===== src/rtl/uart_transmitter.sv =====
// 16550-style UART transmit serializer: start bit, 5-8 data bits LSB first,
// optional parity, 1/1.5/2 stop bits, timed by an OVERSAMPLE x baud enable.
module uart_transmitter #(
  parameter int OVERSAMPLE = 16
) (
  input  logic       CLK,
  input  logic       RST,
  input  logic       TXCLK,
  input  logic       TXSTART,
  input  logic [7:0] DIN,
  input  logic [1:0] WLS,
  input  logic       STB,
  input  logic       PEN,
  input  logic       EPS,
  input  logic       SP,
  input  logic       BC,
  output logic       SOUT,
  output logic       BUSY,
  output logic       TXFINISHED
);

  localparam int TW = $clog2(2 * OVERSAMPLE);

  typedef enum logic [2:0] {IDLE, START, DATA, PAR, STOP, DONE} state_t;

  state_t        state_q, state_d;
  logic [TW-1:0] tick_q, tick_d, tick_last;
  logic [2:0]    bitcnt_q, bitcnt_d;
  logic [7:0]    shreg_q, shreg_d;
  logic [1:0]    wls_q, wls_d;
  logic          stb_q, stb_d;
  logic          pen_q, pen_d;
  logic          par_q, par_d;
  logic          sout_q, sout_d;
  logic          busy_q, busy_d;
  logic          fin_q, fin_d;
  logic [7:0]    din_masked;
  logic          bit_end;

  function automatic logic [7:0] mask_data(input logic [7:0] d, input logic [1:0] w);
    case (w)
      2'b00:   mask_data = d & 8'h1F;
      2'b01:   mask_data = d & 8'h3F;
      2'b10:   mask_data = d & 8'h7F;
      default: mask_data = d;
    endcase
  endfunction

  function automatic logic parity_bit(input logic [7:0] d, input logic eps, input logic sp);
    if (sp) parity_bit = ~eps;
    else    parity_bit = eps ? ^d : ~(^d);
  endfunction

  // Last tick index of the stop period; 1.5 stop bits only exist for 5-bit words.
  function automatic logic [TW-1:0] stop_last(input logic stb, input logic [1:0] w);
    if (!stb)          stop_last = TW'(OVERSAMPLE - 1);
    else if (w == 2'b00) stop_last = TW'(3 * OVERSAMPLE / 2 - 1);
    else               stop_last = TW'(2 * OVERSAMPLE - 1);
  endfunction

  always_comb begin
    din_masked = mask_data(DIN, WLS);
    tick_last  = (state_q == STOP) ? stop_last(stb_q, wls_q) : TW'(OVERSAMPLE - 1);
    bit_end    = TXCLK && (tick_q == tick_last);

    state_d  = state_q;
    tick_d   = tick_q;
    bitcnt_d = bitcnt_q;
    shreg_d  = shreg_q;
    wls_d    = wls_q;
    stb_d    = stb_q;
    pen_d    = pen_q;
    par_d    = par_q;
    fin_d    = 1'b0;

    // IDLE and DONE never count, so a TXCLK coinciding with accept is discarded.
    if (TXCLK && (state_q inside {START, DATA, PAR, STOP}))
      tick_d = bit_end ? '0 : tick_q + TW'(1);

    case (state_q)
      IDLE: begin
        if (TXSTART) begin
          state_d = START;
          tick_d  = '0;
          shreg_d = din_masked;
          wls_d   = WLS;
          stb_d   = STB;
          pen_d   = PEN;
          par_d   = parity_bit(din_masked, EPS, SP);
        end
      end
      START: begin
        if (bit_end) begin
          state_d  = DATA;
          bitcnt_d = '0;
        end
      end
      DATA: begin
        if (bit_end) begin
          shreg_d  = {1'b0, shreg_q[7:1]};
          bitcnt_d = bitcnt_q + 3'd1;
          if (bitcnt_q == 3'd4 + {1'b0, wls_q})
            state_d = pen_q ? PAR : STOP;
        end
      end
      PAR: begin
        if (bit_end) state_d = STOP;
      end
      STOP: begin
        if (bit_end) begin
          state_d = DONE;
          fin_d   = 1'b1;
        end
      end
      DONE:    state_d = IDLE;
      default: state_d = IDLE;
    endcase

    busy_d = (state_d != IDLE);

    case (state_d)
      START:   sout_d = 1'b0;
      DATA:    sout_d = shreg_d[0];
      PAR:     sout_d = par_q;
      default: sout_d = 1'b1;
    endcase
  end

  always_ff @(posedge CLK or negedge RST) begin
    if (!RST) begin
      state_q  <= IDLE;
      tick_q   <= '0;
      bitcnt_q <= '0;
      shreg_q  <= '0;
      wls_q    <= '0;
      stb_q    <= 1'b0;
      pen_q    <= 1'b0;
      par_q    <= 1'b0;
      sout_q   <= 1'b1;
      busy_q   <= 1'b0;
      fin_q    <= 1'b0;
    end else begin
      state_q  <= state_d;
      tick_q   <= tick_d;
      bitcnt_q <= bitcnt_d;
      shreg_q  <= shreg_d;
      wls_q    <= wls_d;
      stb_q    <= stb_d;
      pen_q    <= pen_d;
      par_q    <= par_d;
      sout_q   <= sout_d;
      busy_q   <= busy_d;
      fin_q    <= fin_d;
    end
  end

  // Break gates the registered line without disturbing frame timing.
  assign SOUT       = sout_q & ~BC;
  assign BUSY       = busy_q;
  assign TXFINISHED = fin_q;

endmodule


===== config.mk =====
export PLATFORM = sky130hd
export DESIGN_NAME = uart_transmitter
export DESIGN_NICKNAME = d
export VERILOG_FILES = /design/src/rtl/uart_transmitter.sv
export SDC_FILE = /design/constraint.sdc
export NUM_CORES = 1
export LEC_CHECK = 0
export ABC_AREA = 1
export CORE_UTILIZATION = 23
export CTS_BUF_LIST = sky130_fd_sc_hd__clkbuf_2
export DETAILED_ROUTE_END_ITERATION = 10
export MAX_ROUTING_LAYER = met4
export SLEW_MARGIN = 20
export SYNTH_ARGS = -nofsm -noshare
export SYNTH_HDL_FRONTEND = slang
export SYNTH_SLANG_ARGS = --single-unit

===== constraint.sdc =====
create_clock -name CLK -period 4.95 [get_ports CLK]
set_clock_uncertainty 0.1 [all_clocks]
set_input_delay 1.2375 -clock CLK [delete_from_list [all_inputs] [get_ports CLK]]
set_output_delay 1.2375 -clock CLK [all_outputs]
set_load 0.01 [all_outputs]

==> qor.yml <==
synth_mux_area_share_pct: 0
cp_cell_sequence: "clkdlybuf4s50_1 > nor2_1 > clkdlybuf4s50_1"
clk_latency_ns: 0.36
final_cell_mix: "nand2_1 (43), dfrtp_1 (26), inv_1 (23)"
ys_seq_elements: 27
cts_root_buf: "clkbuf_2"
antenna_found_initial: 0
n_fill_cell: 708
yosysSeqAreaShare_pct: 44.4
cts_buffers: 3
path_common_cell: "clkdlybuf4s50_1"
die_w_microns: 83.4
final_core_util_pct: 28.9
max_stage_delay_ns: 0.54
final-setup-viol-count: 0
ys.warnings.count: 0
maxCapViolations: 0
power_switching_mw: 0.356
first_global_vias: 1243
power_frac_seq_pct: 44.6
grt_max_degree: 24
yosysUniqueCellTypes: 28
rsz0062_at_grt: "no"
antenna_cells: 0
end_kind: "output port"
ys_top_cells_by_area: "dfrtp_1 (43%), nand2_1 (11%), inv_1 (5.7%)"
avgRoutedWirePerCell_microns: 10.8
post_cts_buffers: 0
status: "finished clean"
cts_resized: 0
dp_hpwl_microns: 2460
cts_max_level: 1
viasPerCell: 4.43
start_util_pct: 23.9
synth_top_area_share_pct: 42.7
period_needed_ns: 3.61
arrival_ns: 2.27
synthCells: 191
hold_path_class: "flip-flop to flip-flop"
core-area_sq_um: 6390
yosys.area_share.simple_pct: 30.9
synthesis.area_sq_um: 1520
p_sw_share_pct: 42.3
max_slew.worst_pin.slew_ns: 0.516
gp_congestion: 0.791
routed_wl_microns: 3170
ios: 22
synth_top_family_by_area: "simple AND/OR/NAND/NOR gates"
drt-initial-drc-count: 67
cts_hold_buf: 0
syn_area_per_cell_sq_um: 7.98
dr.pass1.iters: 4
grt_pass1_wl_microns: 5620
synth_fa_ha_area_share_pct: 1.64
clk_pin_slew_ns: 0.23
tns_ns: 0
ant_nets: 0
synth_top_area_cell: "dfrtp_1"
max_slew_margin_pct: 65.6
start_kind: "input pin"
synth_compound_area_share_pct: 10.3
pwr-share-clk_pct: 10.2
fin_nets: 237
drc: 0
cp_data_required_time_ns: 3.61
clkSinkCount: 27
final_common_cell: "nand2_1"
vias: 1293
hold_viol: 0
pwr_density_cell_nw_per_um2: 457
pwr-share-comb_pct: 45.2
slowest_stage: "clkdlybuf4s50_1"
cp_max_fo: 1
syn_nets: 212
cts_tree: "built"
dieArea_sq_um: 6960
gr-usage-all-layers_pct: 10.3
leakagePower_nw: 0.822
area_delta_synth_final_pct: 20.9
synth-xor-area-share_pct: 5.75
max_freq_mhz: 277
slew_viol_final: 0
portBuffers: 21
fin_crit_sh_pct: 72.9
rows: 29
clockBufferDepth: 2
crit_type: "input pin to output port"
drive_gt1_share_pct: 11.2
grt_overflow: 0
internal_power_mw: 0.486
die_h_microns: 83.4
ir_drop_mv: 0.185
==> flip-flops by register name, indices dropped and copies added, names as in the netlist <==
name        flops
bitcnt_q        3
stb_q           1
sout_q          1
wls_q           2
par_q           1
TXFINISHED      1
shreg_q         8
tick_q          5
state_q         3
BUSY            1
pen_q           1
==> final timing paths <==
kind	startpoint	endpoint	slack [ns]	cells after the start
max	BC	SOUT	1.34	3
min	par_q$_DFFE_PN0P_	par_q$_DFFE_PN0P_	0.43	2
max reg2reg	state_q[2]$_DFF_PN0_	sout_q$_DFF_PN1_	2.61	11
min reg2reg	par_q$_DFFE_PN0P_	par_q$_DFFE_PN0P_	0.43	2
max in group asynchronous	RST	sout_q$_DFF_PN1_	3.49	2
min in group asynchronous	RST	tick_q[0]$_DFF_PN0_	0.69	1
==> power by group through the flow <==
| stage | registers (mW) | logic [mW] | clock network (mW) |
|---|---|---|---|
| 6_report | 0.376 | 0.381 | 0.0861 |
| 5_1_grt | 0.388 | 0.438 | 0.0997 |
| 4_1_cts | 0.376 | 0.385 | 0.0912 |
| 3_5_place_dp | 0.382 | 0.381 | 0 |
| 3_3_place_gp | 0.379 | 0.375 | 0 |
| 2_1_floorplan | 0.366 | 0.298 | 0 |
==> synth_stat cells <==
library cell and number:
nand3b_1 1, nor2_1 18, nand2_2 5, ha_1 2, nand4_4 1, nor2_4 2, nor2_2 2, nand3_1 15
xnor2_1 5, dfstp_2 1, nor3_1 4, o221ai_1 5, o21ai_0 12, o22ai_1 1, nand3_2 1, nor3_2 1
xor2_1 5, inv_2 3, o21ai_2 1, or2_2 1, o211ai_1 1, nand4_1 3, nand2_1 43, buf_2 2
a21oi_1 6, or2_0 1, inv_1 23, dfrtp_1 26
==> cell families after synthesis <==
logic type	count (synthesis)
compound gates	26
xor+xnor	10
fa+ha+maj	2
buf+inv	28
flops	27
simple gates	98
==> layer usage <==
| metal | global-route usage (%) | vias to the layer above | wire, microns |
|---|---|---|---|
| met1 | 13.0 | 596 | 1520 |
| met5 | - | - | 0 |
| met2 | 16.4 | 24 | 1490 |
| met4 | 2.35 | 0 | 23 |
| met3 | 2.68 | 4 | 137 |
| li1 | - | 669 | - |
==> cell type report <==
type | count | area, sq um | area share (%)
multi-input cells | 136 | 739 | 40.1
flip-flops and latches | 27 | 677 | 36.7
repair buffers | 22 | 213 | 11.5
inverters | 26 | 97.6 | 5.30
well taps | 77 | 96.3 | 5.23
clock buffers | 4 | 20.0 | 1.09
==> worst max-delay path: cells and delay by family <==
family / cells / cell delay [ns]
buffers and inverters: 2 / 0.94
and+or+nand+nor: 1 / 0.10
==> through the flow <==
stage          hold slack [ns]  setup WS, ns  area (sq um)  std cells  total power [mW]
2_1_floorplan            0.350          2.21          1520        191             0.664
3_3_place_gp             0.383          1.35          1830        288             0.755
3_5_place_dp             0.380          1.33          1830        288             0.763
4_1_cts                  0.433          1.33          1850        292             0.852
5_1_grt                  0.456          1.28          1840        292             0.926
6_report                 0.426          1.34          1840        292             0.843
No activity file was read; power rests on OpenSTA's default activity.
